==> src/rtl/uart_tx_if.sv <==
// Byte stream into the UART transmitter: a parallel byte qualified by valid,
// accepted on any rising edge where ready is also high.
interface uart_tx_if #(
    parameter int WIDTH_DATA = 8
);
    logic [WIDTH_DATA-1:0] tx_data;
    logic                  tx_valid;
    logic                  tx_ready;

    modport master (
        output tx_data,
        output tx_valid,
        input  tx_ready
    );

    modport slave (
        input  tx_data,
        input  tx_valid,
        output tx_ready
    );
endinterface

==> src/rtl/uart_tx.sv <==
// UART transmitter: shifts one accepted byte out as start bit, data LSB first,
// optional even parity, then one or two stop bits. The frame format is
// captured together with the byte, so reconfiguring mid-frame only affects
// the following frame.
module uart_tx #(
    parameter int CLKS_PER_BIT = 868,
    parameter int WIDTH_DATA   = 8,
    parameter int WIDTH_CNT    = 16
) (
    input  logic       clk,
    input  logic       rst,
    uart_tx_if.slave   stream,
    input  logic       parity_bit_config,
    input  logic       stop_bit_config,
    output logic       tx,
    output logic       tx_busy
);

    localparam int IDX_W = (WIDTH_DATA > 1) ? $clog2(WIDTH_DATA) : 1;

    localparam logic [WIDTH_CNT-1:0] CNT_LAST = WIDTH_CNT'(CLKS_PER_BIT - 1);
    localparam logic [IDX_W-1:0]     IDX_LAST = IDX_W'(WIDTH_DATA - 1);

    localparam logic [2:0] IDLE   = 3'd0;
    localparam logic [2:0] START  = 3'd1;
    localparam logic [2:0] DATA   = 3'd2;
    localparam logic [2:0] PARITY = 3'd3;
    localparam logic [2:0] STOP1  = 3'd4;
    localparam logic [2:0] STOP2  = 3'd5;

    logic [2:0]            state;
    logic [WIDTH_CNT-1:0]  baud_cnt;
    logic [IDX_W-1:0]      bit_idx;
    logic [WIDTH_DATA-1:0] shift_reg;
    logic [WIDTH_DATA-1:0] shift_next;
    logic                  frame_parity_en;
    logic                  frame_two_stop;
    logic                  frame_parity_bit;
    logic                  tx_reg;
    logic                  bit_end;

    assign bit_end    = (baud_cnt == CNT_LAST);
    assign shift_next = shift_reg >> 1;

    assign stream.tx_ready = (state == IDLE);
    assign tx_busy         = (state != IDLE);
    assign tx              = tx_reg;

    // Baud counter: parked at 0 while idle, wraps to 0 at the end of each bit.
    always_ff @(posedge clk) begin
        if (rst) begin
            baud_cnt <= '0;
        end else if (state == IDLE || bit_end) begin
            baud_cnt <= '0;
        end else begin
            baud_cnt <= baud_cnt + WIDTH_CNT'(1);
        end
    end

    // Frame sequencer; tx is registered with the level of the state being entered.
    always_ff @(posedge clk) begin
        if (rst) begin
            state            <= IDLE;
            bit_idx          <= '0;
            shift_reg        <= '0;
            frame_parity_en  <= 1'b0;
            frame_two_stop   <= 1'b0;
            frame_parity_bit <= 1'b0;
            tx_reg           <= 1'b1;
        end else begin
            case (state)
                IDLE: begin
                    tx_reg <= 1'b1;
                    if (stream.tx_valid) begin
                        state            <= START;
                        bit_idx          <= '0;
                        shift_reg        <= stream.tx_data;
                        frame_parity_en  <= parity_bit_config;
                        frame_two_stop   <= stop_bit_config;
                        frame_parity_bit <= ^stream.tx_data;
                        tx_reg           <= 1'b0;
                    end
                end

                START: begin
                    if (bit_end) begin
                        state  <= DATA;
                        tx_reg <= shift_reg[0];
                    end
                end

                DATA: begin
                    if (bit_end) begin
                        if (bit_idx == IDX_LAST) begin
                            bit_idx <= '0;
                            if (frame_parity_en) begin
                                state  <= PARITY;
                                tx_reg <= frame_parity_bit;
                            end else begin
                                state  <= STOP1;
                                tx_reg <= 1'b1;
                            end
                        end else begin
                            bit_idx   <= bit_idx + IDX_W'(1);
                            shift_reg <= shift_next;
                            tx_reg    <= shift_next[0];
                        end
                    end
                end

                PARITY: begin
                    if (bit_end) begin
                        state  <= STOP1;
                        tx_reg <= 1'b1;
                    end
                end

                STOP1: begin
                    if (bit_end) begin
                        state  <= frame_two_stop ? STOP2 : IDLE;
                        tx_reg <= 1'b1;
                    end
                end

                STOP2: begin
                    if (bit_end) begin
                        state  <= IDLE;
                        tx_reg <= 1'b1;
                    end
                end

                default: begin
                    state  <= IDLE;
                    tx_reg <= 1'b1;
                end
            endcase
        end
    end

endmodule

==> src/flat_wrapper.sv <==
// flat-port wrapper written by rule: the top's interface ports become plain ports
module uart_tx_flat 
#(
    parameter int CLKS_PER_BIT = 868,
    parameter int WIDTH_DATA   = 8,
    parameter int WIDTH_CNT    = 16
)
  (clk, rst, parity_bit_config, stop_bit_config, tx, tx_busy, stream_tx_data, stream_tx_valid, stream_tx_ready);
  uart_tx_if #(.WIDTH_DATA(WIDTH_DATA)) stream_i ();
  input  logic clk;
  input  logic rst;
  input  logic parity_bit_config;
  input  logic stop_bit_config;
  output logic tx;
  output logic tx_busy;
  input wire logic [$bits(stream_i.tx_data)-1:0] stream_tx_data;
  input wire logic [$bits(stream_i.tx_valid)-1:0] stream_tx_valid;
  output wire logic [$bits(stream_i.tx_ready)-1:0] stream_tx_ready;
  assign stream_i.tx_data = stream_tx_data;
  assign stream_i.tx_valid = stream_tx_valid;
  assign stream_tx_ready = stream_i.tx_ready;
  uart_tx #(.CLKS_PER_BIT(CLKS_PER_BIT), .WIDTH_DATA(WIDTH_DATA), .WIDTH_CNT(WIDTH_CNT)) u_core (.clk(clk), .rst(rst), .stream(stream_i), .parity_bit_config(parity_bit_config), .stop_bit_config(stop_bit_config), .tx(tx), .tx_busy(tx_busy));
endmodule
==> config.mk <==
export PLATFORM = sky130hd
export DESIGN_NAME = uart_tx_flat
export DESIGN_NICKNAME = d
export VERILOG_FILES = /design/src/rtl/uart_tx_if.sv /design/src/rtl/uart_tx.sv /design/src/flat_wrapper.sv
export SDC_FILE = /design/constraint.sdc
export NUM_CORES = 1
export LEC_CHECK = 0
export ABC_AREA = 1
export BUFFER_PORTS_ARGS = -buffer_cell sky130_fd_sc_hd__buf_4
export CELL_PAD_IN_SITES_DETAIL_PLACEMENT = 2
export CELL_PAD_IN_SITES_GLOBAL_PLACEMENT = 2
export CORE_UTILIZATION = 33
export CTS_CLUSTER_SIZE = 12
export DETAILED_ROUTE_END_ITERATION = 6
export GPL_ROUTABILITY_DRIVEN = 0
export PLACE_DENSITY = 0.76
export SLEW_MARGIN = 5
export SYNTH_ARGS = -nofsm -noshare
export SYNTH_HDL_FRONTEND = slang
export SYNTH_SLANG_ARGS = --single-unit
export TNS_END_PERCENT = 30
==> constraint.sdc <==
create_clock -name clk -period 1.9 [get_ports clk]
set_input_delay 0.095 -clock clk [delete_from_list [all_inputs] [get_ports clk]]
set_output_delay 0.095 -clock clk [all_outputs]
set_load 0.02 [all_outputs]
-- Word level (Yosys, flattened, before mapping)
Index checks and enable logic that the tools add are counted.
- flip-flop bits (word level): 34
- input bits: 13
- output and inout port bits: 3
- word-level logic and storage cells: 63
- $add $sub $neg: 2
- eq/ne operators: 16
- muxes and demuxes: 25
- reductions and logical operators: 12
- operators with widths (cell ; count):
    2-to-1 mux 3 bit ; 12
    2-to-1 mux 8 bit ; 3
    case mux 3 bit (6 select lines) ; 1
    adder 16 x 1 -> 16 bit, second input constant ; 1
    == test 16 x 10 -> 1 bit, second input constant ; 1
    case mux 8 bit (2 select lines) ; 1
    inequality test 2 x 1 -> 1 bit, second input constant ; 7
    == test 3 bit, second input constant ; 3
    XOR reduction 8 bit ; 1
    AND reduction 7 bit ; 1
    == test 3 x 2 -> 1 bit, second input constant ; 2
    2-to-1 mux 1 bit ; 6
    case mux 3 bit (2 select lines) ; 1
    AND reduction 3 bit ; 2
    inequality test 2 bit, second input constant ; 2
    case mux 1 bit (4 select lines) ; 1
    AND reduction 4 bit ; 1
    adder 3 x 1 -> 3 bit, second input constant ; 1
    == test 3 x 1 -> 1 bit, second input constant ; 1
    zero test 3 bit ; 1
    nonzero test 3 bit ; 1
    OR reduction 3 bit ; 1
    AND reduction 2 bit ; 1
    nonzero test 2 bit ; 1
    2 further kinds ; 2

-- Depth between registers and ports, before layout
Gate-level depths: netlist of the first run.
- depth in word-level cells: 4
- depth in mapped cells: 11
- depth with buffers taken out: 11

-- Worst setup path before layout of the first run
No wires, ideal clock.
- path type: flip-flop to flip-flop
- start point: register u_core.baud_cnt[0]
- end point: register u_core.state[2]
- library setup time: 0.116 ns
- arrival time: 1.298 ns
- data required time: 1.784 ns
- slack: 0.486 ns
- stages on the path, launching flop included: 11
- path buffers: 0
- clock period less this slack: 1.414 ns
- cells stage by stage: dfxtp_1 > ha_1 > inv_1 > nor2_1 > nand2_1 > nor2_1 > nand2_2 > nand2_1 > nand2_1 > o21ai_0 > nor2_1
- longest elaborated chain between the ends: 3
- elaborated cells between the ends (all ways): 7
- classes of those cells: eq/ne (6); reduce/logical (1)
- ends and longest elaborated chain (what ; RTL line ; text):
    from (decl) ; uart_tx.sv:32 ; logic [WIDTH_CNT-1:0] baud_cnt;
    from (signal assigned) ; uart_tx.sv:56 ; baud_cnt <= baud_cnt + WIDTH_CNT'(1);
    == test 16 x 10 -> 1 bit (*) ; uart_tx.sv:42 ; assign bit_end = (baud_cnt == CNT_LAST);
    inequality test 2 x 1 -> 1 bit (no source line) ; - ;
    AND reduction 7 bit (no source line) (*) ; - ;
    to (signal assigned) ; uart_tx.sv:120 ; state <= frame_two_stop ? STOP2 : IDLE;
    to (decl) ; uart_tx.sv:31 ; logic [2:0] state;
Every way passes the cells marked *; elsewhere a longest branch is shown, timed or not.
A chain may end at the register's enable or synchronous reset.

-- Worst setup path in the final report of the first run
- start point: register u_core.baud_cnt[0]
- end point: register u_core.shift_reg[2]
- longest elaborated chain between the ends: 3
- ends and longest elaborated chain (what ; RTL line ; text):
    == test 16 x 10 -> 1 bit ; uart_tx.sv:42 ;
    inequality test 2 x 1 -> 1 bit (no source line) ; - ;
    AND reduction 4 bit (no source line) ; - ;
    to (signal assigned) ; uart_tx.sv:77 ; shift_reg <= stream.tx_data;
    to (signal assigned) ; uart_tx.sv:105 ; shift_reg <= shift_next;
    to (decl) ; uart_tx.sv:34 ; logic [WIDTH_DATA-1:0] shift_reg;
Every way passes these cells.

==> Flow_metrics.wiki, run 1 <==
{| class="wikitable"
! Metric !! Value
|-
| Layout Nets || 345
|-
| Max rail drop VDD || around 0.00071 V
|-
| Worst-case clock buffer depth || 2
|-
| Antenna Cells || 0
|-
| Number of vias in the routed layout || about 2000
|-
| Via count of the first global-routing pass || 2053
|-
| Count of flip-flops with a built-in enable after synthesis || 0
|-
| Area of the core || a little under 0.006 mm^2
|-
| Number of vias per cell || a little under 5
|-
| Static Leak || 1.14 nW
|-
| Initial core utilization || 34.0%
|-
| Number of clock buffers inserted by TritonCTS || 5
|-
| Max reg flops || 16
|-
| Vert. Die Dim || around 80 um
|-
| Switching power summed over all nets || 1.52 mW
|-
| Area of the mapped netlist || 0.00201 mm^2
|-
| Crit path max fanout || 13
|-
| Cell area reported after detailed placement || around 0.0022 mm^2
|-
| Synth-to-layout area growth || 17.8%
|-
| Clock latency on the worst-skew pair || 290 ps
|-
| Setup slack on the worst flop-to-flop path || 230 ps
|-
| Predominant post-synthesis flop cell || sky130_fd_sc_hd__dfxtp_1
|-
| Highest Clock Rate || 597 MHz
|-
| Setup crit start kind || register
|-
| Combinational Power Share || ~47%
|-
| Hold EP || u_core.state[0]
|-
| Leading area contributor after synthesis || sky130_fd_sc_hd__dfxtp_1
|-
| PostCTS Resize Cnt || 0
|-
| Synthesized netlist cell count || 306
|-
| Mean area per synthesized cell || 6.58 um^2
|-
| Worst min-delay path category || in -> reg
|-
| Clock sinks || 34
|-
| Crit share post-route || 88.1%
|-
| Total of flip-flops plus latches after synthesis || 34
|-
| Remaining max-slew budget at the tightest pin || a little under three quarters
|-
| Number of cells traversed by the worst hold path || 2
|-
| Library cell with the highest instance count after synthesis || sky130_fd_sc_hd__nand2_1
|-
| Data arrival at the endpoint of the critical path || around 1900 ps
|-
| Std cell rows || 28
|-
| DRC marker count from the first detailed-route iteration || 48
|-
| Count of unique library cells instantiated by Yosys || 33
|-
| Count of antenna-violating nets left after detailed routing || 0
|-
| Pin count of the biggest net entering global routing || 17
|-
| Width of the die || 80.1 um
|-
| Clk Tree Root Cell || sky130_fd_sc_hd__clkbuf_8
|-
| Clk slew on worst S/H paths || approximately 70 ps
|-
| Setup Viol. Count Final || 0
|-
| Total half-perimeter wirelength after legalization and detailed placement || about 4400 um
|-
| Classification of the worst setup path || reg -> reg
|-
| Max Clock Skew || 2.23 ps
|-
| Placed cell count || 397
|-
| Endpoint type of the worst setup path || register
|-
| Warnings, synthesis || 0
|-
| DRC viols || 0
|-
| Initial antenna violation count || 0
|-
| Final cell count without fillers || between 400 and 500
|-
| Net switching fraction of the power || 43.4%
|-
| Yosys top cell area share || about a third
|-
| CP Data Required Time || 2130 ps
|-
| Max-cap check violation count || 0
|-
| Relative contribution of the clock network to total power || 24.2%
|-
| Total routed wirelength || 6040 um
|-
| Startpoint of the lowest-slack hold path || rst
|-
| Drt first pass iters || 4
|-
| Worst r2r src || u_core.baud_cnt[0]
|-
| Total routing resource utilization after global routing || a little over a fifth
|-
| Capturing point of the worst reg2reg path || u_core.shift_reg[2]
|-
| Number of cells on the worst reg-to-reg path || 11
|-
| Global-route wire length before repair || 10100 um
|-
| Fraction of final layout cells with drive strength greater than 1 || 13.6%
|-
| Number of buffers added on ports || 15
|-
| Setup repair after global routing missed its margin || yes
|-
| Post-route core utilization || 40.1%
|-
| Global route overflow || 0
|-
| Clock tree from TritonCTS || built
|-
| Count of final hold-check violations || 0
|-
| Boundary Pins || 16
|-
| Internal power of the cells || 1.98 mW
|-
| Worst-Margin Slew || 428 ps
|-
| CTS Hold Bufs || 0
|-
| CTS HTree Levels || 2
|-
| Wire length per cell after detailed routing || approximately 15 um
|-
| Number of post-CTS setup repair buffers || 0
|-
| Hold slack final || 30.0 ps
|-
| Min Clock Period, post-route || 1670 ps
|-
| Die Area || between 0.006 and 0.007 mm^2
|-
| Share of flip-flops with an asynchronous set or reset after synthesis || 0%
|-
| P per Cell Area || approximately 1500 mW/mm^2
|-
| Reg power frac || roughly 29%
|-
| Final cell area excluding filler cells || 0.00237 mm^2
|-
| Total design power || about 3.5 mW
|-
| Proportion of synthesized chip area in sequential cells || roughly a third
|-
| Result of the run || finished, final reports clean
|-
| Dominant cells by area after synthesis || sky130_fd_sc_hd__dfxtp_1, sky130_fd_sc_hd__nand2_1, sky130_fd_sc_hd__inv_1
|-
| Most used standard cells in the synthesized netlist || sky130_fd_sc_hd__nand2_1, sky130_fd_sc_hd__inv_1, sky130_fd_sc_hd__nor2_1
|-
| Max-slew violation total from the final report || 0
|-
| Post-synth net total || approximately 320
|}
routing by layer:
metal / wire (um) / global-route usage, % / up-vias / share of wire, %
li1: - / - / 999 / -
met4: 70 / 6.96 / 0 / 1.2
met5: 0 / 0 / - / 0
met2: 2890 / 35.0 / 14 / 48
met3: 106 / 3.41 / 5 / 1.8
met1: 2970 / 27.3 / 964 / 49
worst max-delay path by stage:
stage | cells after the start | slack, ps | startpoint | to
after floorplan | 10 | 490 | u_core.baud_cnt[0] | u_core.state[2]
after CTS | 11 | 200 | u_core.baud_cnt[0] | u_core.shift_reg[2]
after global placement | 10 | 340 | u_core.baud_cnt[0] | u_core.state[2]
final | 11 | 230 | u_core.baud_cnt[0] | u_core.shift_reg[2]
after global routing | 11 | -10 | u_core.baud_cnt[0] | u_core.shift_reg[6]
after detailed placement | 11 | 270 | u_core.baud_cnt[0] | u_core.shift_reg[2]
logic make-up after synthesis:
group | Yosys count | synth area share [%]
and+or+nand+nor | 172 | 40.4
buffers and inverters | 61 | 12.5
DFF | 34 | 33.8
AOI/OAI and AO/OA | 26 | 7.14
xor gates and xnor gates | 10 | 4.35
adders and majority gates | 3 | 1.86
layout make-up:
cell class / instances / area (um^2)
clock buffers: 6 / 82.6
clock inverters: 2 / 60.1
fillers: 747 / 3550
inverters: 56 / 215
multi-input cells: 211 / 1080
flip-flops and latches: 34 / 681
well taps: 75 / 93.8
repair buffers: 21 / 158
layout by cell type, fill, tap and decap left out:
cell type	n
sky130_fd_sc_hd__nand2_1	78
sky130_fd_sc_hd__inv_1	54
sky130_fd_sc_hd__nor2_1	35
sky130_fd_sc_hd__dfxtp_1	34
sky130_fd_sc_hd__nand3_1	24
sky130_fd_sc_hd__buf_4	21
sky130_fd_sc_hd__a21oi_1	15
sky130_fd_sc_hd__nand4_1	10
sky130_fd_sc_hd__nor3_1	6
sky130_fd_sc_hd__xnor2_1	6
sky130_fd_sc_hd__clkbuf_8	6
sky130_fd_sc_hd__o21ai_0	5
sky130_fd_sc_hd__nand2_4	4
sky130_fd_sc_hd__xor2_1	4
sky130_fd_sc_hd__nand2_2	3
sky130_fd_sc_hd__ha_1	3
sky130_fd_sc_hd__nor2_4	2
sky130_fd_sc_hd__nand3_4	2
sky130_fd_sc_hd__nand3b_1	2
sky130_fd_sc_hd__nor3b_1	2
sky130_fd_sc_hd__bufinv_16	2
sky130_fd_sc_hd__inv_2	1
sky130_fd_sc_hd__clkinv_4	1
sky130_fd_sc_hd__a21oi_2	1
sky130_fd_sc_hd__nor2_2	1
sky130_fd_sc_hd__o21bai_1	1
sky130_fd_sc_hd__o31ai_1	1
sky130_fd_sc_hd__and2_1	1
sky130_fd_sc_hd__nand2b_1	1
sky130_fd_sc_hd__o21a_1	1
sky130_fd_sc_hd__o211ai_1	1
sky130_fd_sc_hd__or2_2	1
sky130_fd_sc_hd__o21ai_1	1
critical path, stage by stage (launching register included):
cell and delay (ps):
sky130_fd_sc_hd__dfxtp_1 350, sky130_fd_sc_hd__ha_1 170, sky130_fd_sc_hd__inv_1 60, sky130_fd_sc_hd__nor2_1 130, sky130_fd_sc_hd__nand2_1 80, sky130_fd_sc_hd__nor2_1 110
sky130_fd_sc_hd__nand2_2 120, sky130_fd_sc_hd__nand2_4 180, sky130_fd_sc_hd__nand3_4 150, sky130_fd_sc_hd__nand2_1 110, sky130_fd_sc_hd__inv_1 50, sky130_fd_sc_hd__nor2_1 100
per-stage QoR:
step	setup TNS [ps]	setup slack, ps
after global placement	0	335
after detailed placement	0	265
after floorplan	0	486
after CTS	0	196
after global routing	-16.4	-9.56
final	0	226
power by group through the flow:
stage	Combinational, mW	Sequential [mW]	Clock, mW
after global placement	1.56	1.02	0
after detailed placement	1.61	1.03	0
final	1.64	1.02	0.848
after global routing	1.86	1.03	0.895
after CTS	1.67	1.02	0.873
after floorplan	1.16	0.995	0
Power figures use the tool's default switching activity.
==> run 2: changes to the inputs <==
--- a/config.mk
+++ b/config.mk
@@ -9,6 +9,7 @@
 export BUFFER_PORTS_ARGS = -buffer_cell sky130_fd_sc_hd__buf_4
 export CELL_PAD_IN_SITES_DETAIL_PLACEMENT = 2
 export CELL_PAD_IN_SITES_GLOBAL_PLACEMENT = 2
+export CORE_ASPECT_RATIO = 1.2
 export CORE_UTILIZATION = 33
 export CTS_CLUSTER_SIZE = 12
 export DETAILED_ROUTE_END_ITERATION = 6
==> run 2 against run 1 <==
Cell area down 2.4%; sequential power about the same; power down 12%; cell count up 0.99%; combinational power down 4%.
==> Flow_metrics.wiki, run 2 (synthesized netlist as in run 1, its figures left out) <==
{| class="wikitable"
! Metric !! Value
|-
| Classification of the worst setup path || reg -> reg (unchanged)
|-
| Endpoint type of the worst setup path || register (unchanged)
|-
| DRC marker count from the first detailed-route iteration || 21 (was 48)
|-
| Fraction of final layout cells with drive strength greater than 1 || 13.4% (was 13.6%)
|-
| Worst-Margin Slew || 409 ps (was 428 ps)
|-
| Static Leak || 1.11 nW (was 1.14 nW)
|-
| Number of fill cells || 752 (was 747)
|-
| Initial antenna violation count || 0 (unchanged)
|-
| Layout Nets || 345 (unchanged)
|-
| Width of the die || 73.3 um (was 80.1 um)
|-
| Total design power || 3.10 mW (was 3.50 mW)
|-
| Data arrival at the endpoint of the critical path || 1810 ps (was 1900 ps)
|-
| Drt first pass iters || 3 (was 4)
|-
| Post-route core utilization || 40.0% (was 40.1%)
|-
| Net switching fraction of the power || 46.2% (was 43.4%)
|-
| Total half-perimeter wirelength after legalization and detailed placement || 4370 um (was 4430 um)
|-
| Hold slack final || 30.4 ps (was 30.0 ps)
|-
| Placed cell count || 402 (was 397)
|-
| Count of final hold-check violations || 0 (unchanged)
|-
| PostCTS Resize Cnt || 0 (unchanged)
|-
| CP Data Required Time || 2080 ps (was 2130 ps)
|-
| Global-route wire length before repair || 9230 um (was 10100 um)
|-
| Internal power of the cells || 1.67 mW (was 1.98 mW)
|-
| Worst min-delay path category || in -> reg (unchanged)
|-
| Metal1 wirelength || 2360 um (was 2970 um)
|-
| Total routing resource utilization after global routing || 19.1% (was 20.9%)
|-
| Critical Path, Cell by Cell || ha_1 -> inv_1 -> nor2_1 -> nand2_1 -> nor2_1 -> nand2_2 -> nand2_1 -> nand2_1 -> o21ai_0 -> nor2_1 (was ha_1 -> inv_1 -> nor2_1 -> nand2_1 -> nor2_1 -> nand2_2 -> nand2_4 -> nand3_4 -> nand2_1 -> inv_1 -> nor2_1)
|-
| Crit path max fanout || 5 (was 13)
|-
| CTS Hold Bufs || 0 (unchanged)
|-
| Min Clock Period, post-route || 1620 ps (was 1670 ps)
|-
| Relative contribution of the clock network to total power || 16.7% (was 24.2%)
|-
| Most frequent cells in the layout || sky130_fd_sc_hd__nand2_1, sky130_fd_sc_hd__inv_1, sky130_fd_sc_hd__nor2_1 (unchanged)
|-
| Vert. Die Dim || 87.6 um (was 80.1 um)
|-
| Synth-to-layout area growth || 14.9% (was 17.8%)
|-
| Area of the core || 0.00578 mm^2 (was 0.00592 mm^2)
|-
| Total routed wirelength || 5440 um (was 6040 um)
|-
| Setup ws final || 276 ps (was 226 ps)
|-
| Slowest cell on crit path || sky130_fd_sc_hd__dfxtp_1 (unchanged)
|-
| Number of clock buffers inserted by TritonCTS || 5 (unchanged)
|-
| Setup crit start kind || register (unchanged)
|-
| Number of buffers added on ports || 15 (unchanged)
|-
| Combinational Power Share || 50.6% (was 46.8%)
|-
| Final cell count without fillers || 409 (was 405)
|-
| Highest cell delay on the worst timing path || 350 ps (about the same)
|-
| Max Clock Skew || 6.46 ps (was 2.23 ps)
|-
| Number of vias per cell || 4.78 (was 4.89)
|-
| Worst slack at placement || 248 ps (was 265 ps)
|-
| Met3 wire length || 93 um (was 106 um)
|-
| Via count of the first global-routing pass || 2023 (was 2053)
|-
| Wire length per cell after detailed routing || 13.3 um (was 14.9 um)
|-
| Number of vias in the routed layout || 1953 (was 1982)
|-
| Crit share post-route || 85.4% (was 88.1%)
|-
| Max rail drop VDD || 0.000678 V (was 0.000715 V)
|-
| P per Cell Area || 1340 mW/mm^2 (was 1480 mW/mm^2)
|-
| Clock latency on the worst-skew pair || 290 ps (about the same)
|-
| Boundary Pins || 16 (unchanged)
|-
| Max-cap check violation count || 0 (unchanged)
|-
| Number of post-CTS setup repair buffers || 0 (unchanged)
|-
| Worst-case clock buffer depth || 2 (unchanged)
|-
| Met2 routed wirelength || 2870 um (was 2890 um)
|-
| Setup Viol. Count Final || 0 (unchanged)
|-
| Count of antenna-violating nets left after detailed routing || 0 (unchanged)
|-
| Accumulated negative setup slack || 0 ps (unchanged)
|-
| Leading cell type in the layout, fill and taps excluded || sky130_fd_sc_hd__nand2_1 (unchanged)
|-
| Max reg flops || 16 (unchanged)
|-
| Highest Clock Rate || 616 MHz (was 597 MHz)
|-
| Std cell rows || 30 (was 28)
|-
| Initial core utilization || 34.8% (was 34.0%)
|-
| Max-slew violation total from the final report || 0 (unchanged)
|-
| Clk slew on worst S/H paths || 70 ps (about the same)
|-
| Clock sinks || 34 (unchanged)
|-
| Global route overflow || 0 (unchanged)
|-
| Pin count of the biggest net entering global routing || 17 (unchanged)
|-
| Highest layer used for signal routing || met4 (unchanged)
|-
| Clock tree from TritonCTS || built (unchanged)
|-
| Antenna Cells || 0 (unchanged)
|-
| Reg power frac || 32.7% (was 29.0%)
|-
| Remaining max-slew budget at the tightest pin || 72.7% (was 71.4%)
|-
| Result of the run || finished, final reports clean (unchanged)
|-
| Die Area || 0.00642 mm^2 (about the same)
|-
| Clk Tree Root Cell || sky130_fd_sc_hd__clkbuf_8 (unchanged)
|-
| CTS HTree Levels || 2 (unchanged)
|-
| Final cell area excluding filler cells || 0.00231 mm^2 (was 0.00237 mm^2)
|-
| DRC viols || 0 (unchanged)
|-
| Setup repair after global routing missed its margin || no (was yes)
|-
| Switching power summed over all nets || 1.43 mW (was 1.52 mW)
|-
| Cell area reported after detailed placement || 0.00224 mm^2 (was 0.00223 mm^2)
|}
run 2: cell types whose count changed in the layout (fill, tap and decap cells not counted):
| cell | before | now |
|---|---|---|
| sky130_fd_sc_hd__clkinv_2 | 0 | 2 |
| sky130_fd_sc_hd__bufinv_16 | 2 | 0 |
| sky130_fd_sc_hd__clkbuf_8 | 6 | 5 |
run 2: area by class of cell:
| cell class | count | area (um^2) | area share, % |
|---|---|---|---|
| multi-input combinational | 211 | 1080 | 46.8 |
| sequential | 34 | 681 | 29.4 |
| clock buffer | 5 | 68.8 | 2.97 |
| timing repair buffer | 21 | 158 | 6.81 |
| tap | 80 | 100 | 4.32 |
| clock inverter | 2 | 10.0 | 0.432 |
| inverter | 56 | 215 | 9.30 |
run 2: power by group through the flow:
| stage | registers, mW | logic, mW | clock network [mW] |
|---|---|---|---|
| after global placement | 1.02 | 1.56 | 0 |
| after floorplan | 0.995 | 1.16 | 0 |
| after CTS | 1.02 | 1.61 | 0.546 |
| after detailed placement | 1.03 | 1.60 | 0 |
| after global routing | 1.03 | 1.78 | 0.575 |
| final | 1.01 | 1.57 | 0.519 |
run 2: metal layers:
| metal | vias up | GRT usage [%] |
|---|---|---|
| li1 | 994 | - |
| met1 | 931 | 20.3 |
| met2 | 20 | 37.0 |
| met3 | 8 | 3.11 |
| met4 | 0 | 7.17 |
| met5 | - | 0 |
run 2: path summary, 6_finish.rpt:
path	from	endpoint	slack (ps)	cells after the start
min reg2reg	u_core.baud_cnt[0]	u_core.baud_cnt[0]	450	1
max	u_core.baud_cnt[0]	u_core.state[2]	280	10
max reg2reg	u_core.baud_cnt[0]	u_core.state[2]	280	10
min	stop_bit_config	u_core.frame_two_stop	30	3
run 2: critical path, delay by kind of cell, from the launching register on:
| kind | cells | cell delay (ps) |
|---|---|---|
| AO/OA/AOI/OAI | 1 | 190 |
| adder cells (fa/ha/maj) | 1 | 180 |
| buffers and inverters | 1 | 60 |
| flip-flops | 1 | 350 |
| AND/OR/NAND/NOR | 7 | 740 |
